[src/rtl/carry_select_adder_pipe.sv]
// Pipelined, parametrised carry-select adder: sum = a + b + cin mod 2^WIDTH.
// The operand is cut into BLOCK-bit blocks. Block 0 ripples on cin. Every other block
// precomputes the sums for carry-in 0 and 1, then selects one with the incoming block carry.
// The blocks are spread over STAGES register stages, with valid/ready on both sides.
// Define CSA_PIPE_OVF_EN to add the signed-overflow output ovf. It is pipelined with sum.
module carry_select_adder_pipe #(
  parameter int unsigned WIDTH  = 32,
  parameter int unsigned BLOCK  = 4,
  parameter int unsigned STAGES = 2
) (
  input  logic             clk,
  input  logic             rst_n,
  input  logic             in_valid,
  output logic             in_ready,
  input  logic [WIDTH-1:0] a,
  input  logic [WIDTH-1:0] b,
  input  logic             cin,
  output logic             out_valid,
  input  logic             out_ready,
  output logic [WIDTH-1:0] sum,
  output logic             cout
`ifdef CSA_PIPE_OVF_EN
  ,
  output logic             ovf
`endif
);

  localparam int unsigned BlkDiv   = (BLOCK == 0) ? 1 : BLOCK;
  localparam int unsigned WidthRem = WIDTH % BlkDiv;
  localparam int unsigned NumBlk   = WIDTH / BlkDiv;
  localparam int unsigned StgDiv   = (STAGES == 0) ? 1 : STAGES;
  // Every stage gets BlkPer blocks. The last stage also takes the remainder.
  localparam int unsigned BlkPer   = NumBlk / StgDiv;

  if (BLOCK == 0 || WidthRem != 0) begin : g_err_block
    $error("carry_select_adder_pipe: WIDTH must be a nonzero multiple of BLOCK");
  end
  if (STAGES < 1 || STAGES > NumBlk) begin : g_err_stages
    $error("carry_select_adder_pipe: STAGES must be in 1..WIDTH/BLOCK");
  end

  for (genvar s = 0; s < STAGES; s++) begin : g_stage
    localparam int unsigned First = s * BlkPer;
    localparam int unsigned NBlk  = (s == STAGES - 1) ? NumBlk - First : BlkPer;
    localparam int unsigned Lo    = First * BLOCK;
    localparam int unsigned Hi    = (First + NBlk) * BLOCK;

    // Upstream view of this stage. Only the operand bits at or above Lo are still live.
    logic              up_v;
    logic              up_c;
    logic [WIDTH-1:Lo] up_a;
    logic [WIDTH-1:Lo] up_b;

    logic [Hi-1:Lo]    res;    // sum bits resolved by this stage
    logic [Hi-1:0]     sum_d;
    logic [Hi-1:0]     sum_q;
    logic              c_d;
    logic              c_q;
    logic              v_q;
    logic              take;   // downstream takes this stage's beat this cycle
    logic              rdy;    // this stage can load this cycle
    logic              load;

    if (s == 0) begin : g_src
      assign up_v  = in_valid;
      assign up_c  = cin;
      assign up_a  = a;
      assign up_b  = b;
      assign sum_d = res;
    end else begin : g_src
      assign up_v  = g_stage[s-1].v_q;
      assign up_c  = g_stage[s-1].c_q;
      assign up_a  = g_stage[s-1].g_ab.a_q;
      assign up_b  = g_stage[s-1].g_ab.b_q;
      assign sum_d = {res, g_stage[s-1].sum_q};
    end

    if (s == STAGES - 1) begin : g_dn
      assign take = out_ready;
    end else begin : g_dn
      assign take = g_stage[s+1].rdy;
    end

    // The ready path is combinational from out_ready back to in_ready.
    // A full pipe can therefore shift every stage in the same cycle.
    assign rdy  = ~v_q | take;
    assign load = rdy & up_v;

    for (genvar j = 0; j < NBlk; j++) begin : g_blk
      localparam int unsigned Bl = Lo + j * BLOCK;

      logic           bci;
      logic           bco;
      logic [BLOCK:0] s0;

      if (j == 0) begin : g_ci
        assign bci = up_c;
      end else begin : g_ci
        assign bci = g_blk[j-1].bco;
      end

      if (Bl == 0) begin : g_add
        // Block 0 sits right on cin, so a plain ripple add is the fastest choice.
        assign s0 = {1'b0, up_a[Bl +: BLOCK]} + {1'b0, up_b[Bl +: BLOCK]}
                  + {{BLOCK{1'b0}}, bci};
        assign {bco, res[Bl +: BLOCK]} = s0;
      end else begin : g_add
        logic [BLOCK:0] s1;
        assign s0 = {1'b0, up_a[Bl +: BLOCK]} + {1'b0, up_b[Bl +: BLOCK]};
        assign s1 = {1'b0, up_a[Bl +: BLOCK]} + {1'b0, up_b[Bl +: BLOCK]}
                  + {{BLOCK{1'b0}}, 1'b1};
        assign {bco, res[Bl +: BLOCK]} = bci ? s1 : s0;
      end
    end

    assign c_d = g_blk[NBlk-1].bco;

    // Stage valid updates whenever the stage can move. The payload updates only on a real load.
    always_ff @(posedge clk or negedge rst_n) begin
      if (!rst_n) begin
        v_q   <= 1'b0;
        sum_q <= '0;
        c_q   <= 1'b0;
      end else begin
        if (rdy) begin
          v_q <= up_v;
        end
        if (load) begin
          sum_q <= sum_d;
          c_q   <= c_d;
        end
      end
    end

    if (s < STAGES - 1) begin : g_ab
      logic [WIDTH-1:Hi] a_q;
      logic [WIDTH-1:Hi] b_q;

      // Carry forward only the operand bits that later stages still need.
      always_ff @(posedge clk or negedge rst_n) begin
        if (!rst_n) begin
          a_q <= '0;
          b_q <= '0;
        end else if (load) begin
          a_q <= up_a[WIDTH-1:Hi];
          b_q <= up_b[WIDTH-1:Hi];
        end
      end
    end

`ifdef CSA_PIPE_OVF_EN
    if (s == STAGES - 1) begin : g_ovf
      logic ovf_d;
      logic ovf_q;

      // Carry into the MSB is a^b^sum at that bit. Overflow is that carry XOR cout.
      assign ovf_d = up_a[WIDTH-1] ^ up_b[WIDTH-1] ^ res[WIDTH-1] ^ c_d;

      // Registered alongside the final sum so it has the same latency and hold behaviour.
      always_ff @(posedge clk or negedge rst_n) begin
        if (!rst_n) begin
          ovf_q <= 1'b0;
        end else if (load) begin
          ovf_q <= ovf_d;
        end
      end
    end
`endif
  end

  assign in_ready  = g_stage[0].rdy;
  assign out_valid = g_stage[STAGES-1].v_q;
  assign sum       = g_stage[STAGES-1].sum_q;
  assign cout      = g_stage[STAGES-1].c_q;
`ifdef CSA_PIPE_OVF_EN
  assign ovf       = g_stage[STAGES-1].g_ovf.ovf_q;
`endif

endmodule

[config.mk]
export PLATFORM = sky130hd
export DESIGN_NAME = carry_select_adder_pipe
export DESIGN_NICKNAME = d
export VERILOG_FILES = /design/src/rtl/carry_select_adder_pipe.sv
export SDC_FILE = /design/constraint.sdc
export NUM_CORES = 1
export LEC_CHECK = 0
export ABC_AREA = 1
export BUFFER_PORTS_ARGS = -buffer_cell sky130_fd_sc_hd__clkbuf_2
export CAP_MARGIN = 20
export CORE_ASPECT_RATIO = 0.9
export CORE_UTILIZATION = 31
export CTS_CLUSTER_SIZE = 25
export DETAILED_ROUTE_END_ITERATION = 10
export PLACE_DENSITY_LB_ADDON = 0.15
export SYNTH_ARGS = -nofsm -noshare
export SYNTH_HDL_FRONTEND = slang
export SYNTH_SLANG_ARGS = --single-unit
[constraint.sdc]
create_clock -name clk -period 2.6 [get_ports clk]
set_clock_uncertainty 0.1 [all_clocks]
set_input_delay 0.52 -clock clk [delete_from_list [all_inputs] [get_ports clk]]
set_output_delay 0.52 -clock clk [all_outputs]
set_load 0.02 [all_outputs]
==> impl_metrics.py <==
metrics = {
    "run_status": {
        "outcome": "finished clean",
    },
    "clock_network": {
        "h-tree-depth": 3,
        "cts_tree": "yes",
        "ctsHoldBuffers": 0,
        "cts_max_path_buffers": 2,
        "root_buffer": "clkbuf_16",
        "clock_latency_ns": 0.34,
        "clk_pin_slew_ns": 0.06,
        "cts.sinks": 84,
        "numCtsBuffers": 9,
    },
    "placed_design": {
        "io_buffers": 103,
        "place.gp.congestion": 0.824,
        "dp_hpwl_mm": 8.37,
        "dp.cells": 920,
    },
    "sta": {
        "post-route-period-util_pct": 98.9,
        "tightest_slew_ns": 0.551,
        "rsz0062_at_grt": "true",
        "fmax_ghz": 0.389,
        "min_period_ns": 2.57,
        "hold_viol": 0,
        "final_max_slew_viol_count": 0,
        "max_slew_margin_pct": 63.3,
        "setup_viol": 0,
    },
    "floorplan": {
        "die_area_sq_um": 16600,
        "fp.dieW_microns": 136,
        "rows": 43,
        "start_util_pct": 32.0,
        "fp.dieH_microns": 122,
        "ios": 104,
        "core-area_sq_um": 15500,
    },
    "finish": {
        "fillCellCount": 1599,
        "area_delta_synth_final_pct": 26.4,
        "drive_above_1_share_pct": 23.7,
        "final_util_pct": 40.5,
        "regArea_sq_um": 2100,
        "num_antenna_cells": 0,
        "finish.net_count": 854,
        "finalNonFillerCells": 945,
        "multi_input_area_sq_um": 2670,
    },
    "yosys": {
        "yosysTopAreaCellShare_pct": 42.2,
        "synth.cell_area_sq_um": 4980,
        "synth_ff_type": "dfrtp_1",
        "synth_edf_count": 0,
        "syn_nets": 735,
        "async_reset_ff_share_pct": 100,
        "avgSynthCellArea_sq_um": 8.04,
        "yosysSeqAreaShare_pct": 42.2,
        "synth_common_cells": "254 x nand2_1, 84 x dfrtp_1, 57 x inv_1",
        "synth.largest_area_cell": "dfrtp_1",
        "yosysUniqueCellTypes": 33,
        "yosysWarnings": 0,
        "synth_cells": 619,
        "synth_most_common_cell": "nand2_1",
        "yosys_register_bits": 84,
        "yosys-top-cells-area": "dfrtp_1 42%, nand2_1 19%, ha_1 9.6%",
    },
    "grt": {
        "grtUsageTotal_pct": 15.0,
        "antenna_found_initial": 0,
        "first_global_vias": 4234,
        "globalRouteOverflowTotal": 0,
        "grt_max_degree": 52,
        "grt_pass1_wl_mm": 19.6,
    },
    "route": {
        "avgViaCountPerCell": 4.47,
        "wl_met2_mm": 5.30,
        "drt-total-wl_mm": 11.4,
        "wl_met3_microns": 494,
        "drt-initial-drc-count": 207,
        "highest_layer": "met4",
        "wl_per_cell_microns": 12.1,
        "vias": 4227,
        "dr.pass1.iters": 4,
        "m1WireLength_mm": 5.42,
        "postRouteAntennaNets": 0,
        "drc": 0,
    },
    "power_and_ir_drop": {
        "total_power_w": 0.00564,
        "powerDensity_nw_per_um2": 897,
        "vdd.ir_drop.worst_mv": 0.568,
        "p_leak_nw": 3.44,
    },
    "critical_path": {
        "crit_required_ns": 2.73,
        "path_class": "register to register",
        "worstPathArrival_ns": 2.70,
        "crit_fanout": 6,
        "endpoint_kind": "register",
        "cp-start-kind": "register",
        "r2r_cells": 16,
    },
    "flow_run": {
        "cap_violations": 0,
    },
    "hold_path": {
        "hold_class": "input pin to asynchronous set/reset pin",
    },
}
==> layout by cell type, fill, tap and decap left out, types with 4 or more instances in the layout <==
cell type,Yosys,routed
fa_1,9,6
o21ai_1,5,5
nand3_1,36,33
dfrtp_1,84,84
ha_2,0,5
ha_1,38,33
clkbuf_2,0,102
nand2_4,5,7
nand2_2,8,8
nor2_1,16,14
a31oi_1,4,4
o21ai_0,26,26
inv_1,57,57
nand2_1,254,252
a21oi_1,11,11
xor2_1,16,15
clkbuf_16,0,9
buf_4,1,21
xnor2_1,11,11
==> layer usage <==
| layer | vias to the layer above | global-route usage [%] |
|---|---|---|
| li1 | 2184 | - |
| met1 | 1946 | 19.2 |
| met2 | 83 | 24.4 |
| met3 | 14 | 3.29 |
| met4 | 0 | 6.18 |
| met5 | - | 0 |
==> per-stage QoR <==
stage | area (sq um) | hold slack (ns) | worst slack, ns | setup TNS, ns
after global placement | 5790 | 0.355 | -0.171 | -1.12
after CTS | 6180 | 0.0521 | 0.0120 | 0
after global routing | 6290 | 0.0693 | -0.139 | -0.791
final | 6290 | 0.0465 | 0.0276 | 0
after detailed placement | 5790 | 0.358 | -0.214 | -1.47
after floorplan | 4980 | 0.124 | 0.00291 | 0
==> where the power goes <==
group | total, W | switching, W | internal, W
clock network | 0.00151 | 0.000518 | 0.000990
registers | 0.00191 | 0.000236 | 0.00167
logic | 0.00222 | 0.00137 | 0.000854
==> critical path: stages, from the launching register on <==
cell	delay [ns]
dfrtp_1	0.39
ha_2	0.20
fa_1	0.51
ha_2	0.20
nand2_4	0.06
nor2_4	0.15
nand3_2	0.11
nand2_4	0.10
nand2_4	0.06
nand2_4	0.10
nand2_4	0.07
nand2_4	0.11
nand2_4	0.08
nand2_1	0.06
nand2_1	0.05
nand2_1	0.05
nand2_1	0.07
==> layout make-up <==
class                           count  area share (%)
Clock buffer                       12            4.08
Timing Repair Buffer              124            10.9
Clock inverter                      4            1.51
Sequential cell                    84            33.4
Inverter                           60            3.62
Multi-Input combinational cell    459            42.4
Tap cell                          202            4.02
==> final timing paths <==
path                                                startpoint                                   to  slack [ns]
setup reg to reg           g_stage[0].g_ab.b_q[16]$_DFFE_PN0P_                     cout$_DFFE_PN0P_        0.03
hold / removal                                           rst_n  g_stage[0].g_ab.b_q[26]$_DFFE_PN0P_        0.05
max in group asynchronous                                rst_n      g_stage[0].sum_q[8]$_DFFE_PN0P_        1.69
setup / recovery           g_stage[0].g_ab.b_q[16]$_DFFE_PN0P_                     cout$_DFFE_PN0P_        0.03
min in group clk                                         b[26]  g_stage[0].g_ab.b_q[26]$_DFFE_PN0P_        0.27
hold reg to reg                g_stage[0].sum_q[3]$_DFFE_PN0P_                   sum[3]$_DFFE_PN0P_        0.37
==> cells by family (layout without fill, tap and decap cells) <==
| kind of cell | after synthesis | count (layout) | synth area share (%) |
|---|---|---|---|
| AO/OA/AOI/OAI | 52 | 52 | 5.61 |
| XOR/XNOR | 27 | 27 | 4.75 |
| adder cells (fa/ha/maj) | 47 | 47 | 13.2 |
| buffers and inverters | 76 | 200 | 5.86 |
| flip-flops | 84 | 84 | 42.2 |
| AND/OR/NAND/NOR | 333 | 333 | 28.4 |
==> flip-flops by register name, indices dropped and copies added (netlist names) <==
name and flops:
g_stage.sum_q 16, g_stage.g_ab.a_q 16, g_stage.c_q 1, sum 32, cout 1, g_stage.v_q 1, out_valid 1, g_stage.g_ab.b_q 16
==> timing repair <==
item	4_1_cts	5_1_grt
gates resized for setup	4	16
endpoints found under the setup margin	3	15
hold endpoints to repair	0	0
buffers inserted	2	7
cloned	0	0
pin swaps	4	21
(Power assumes the default switching activity.)
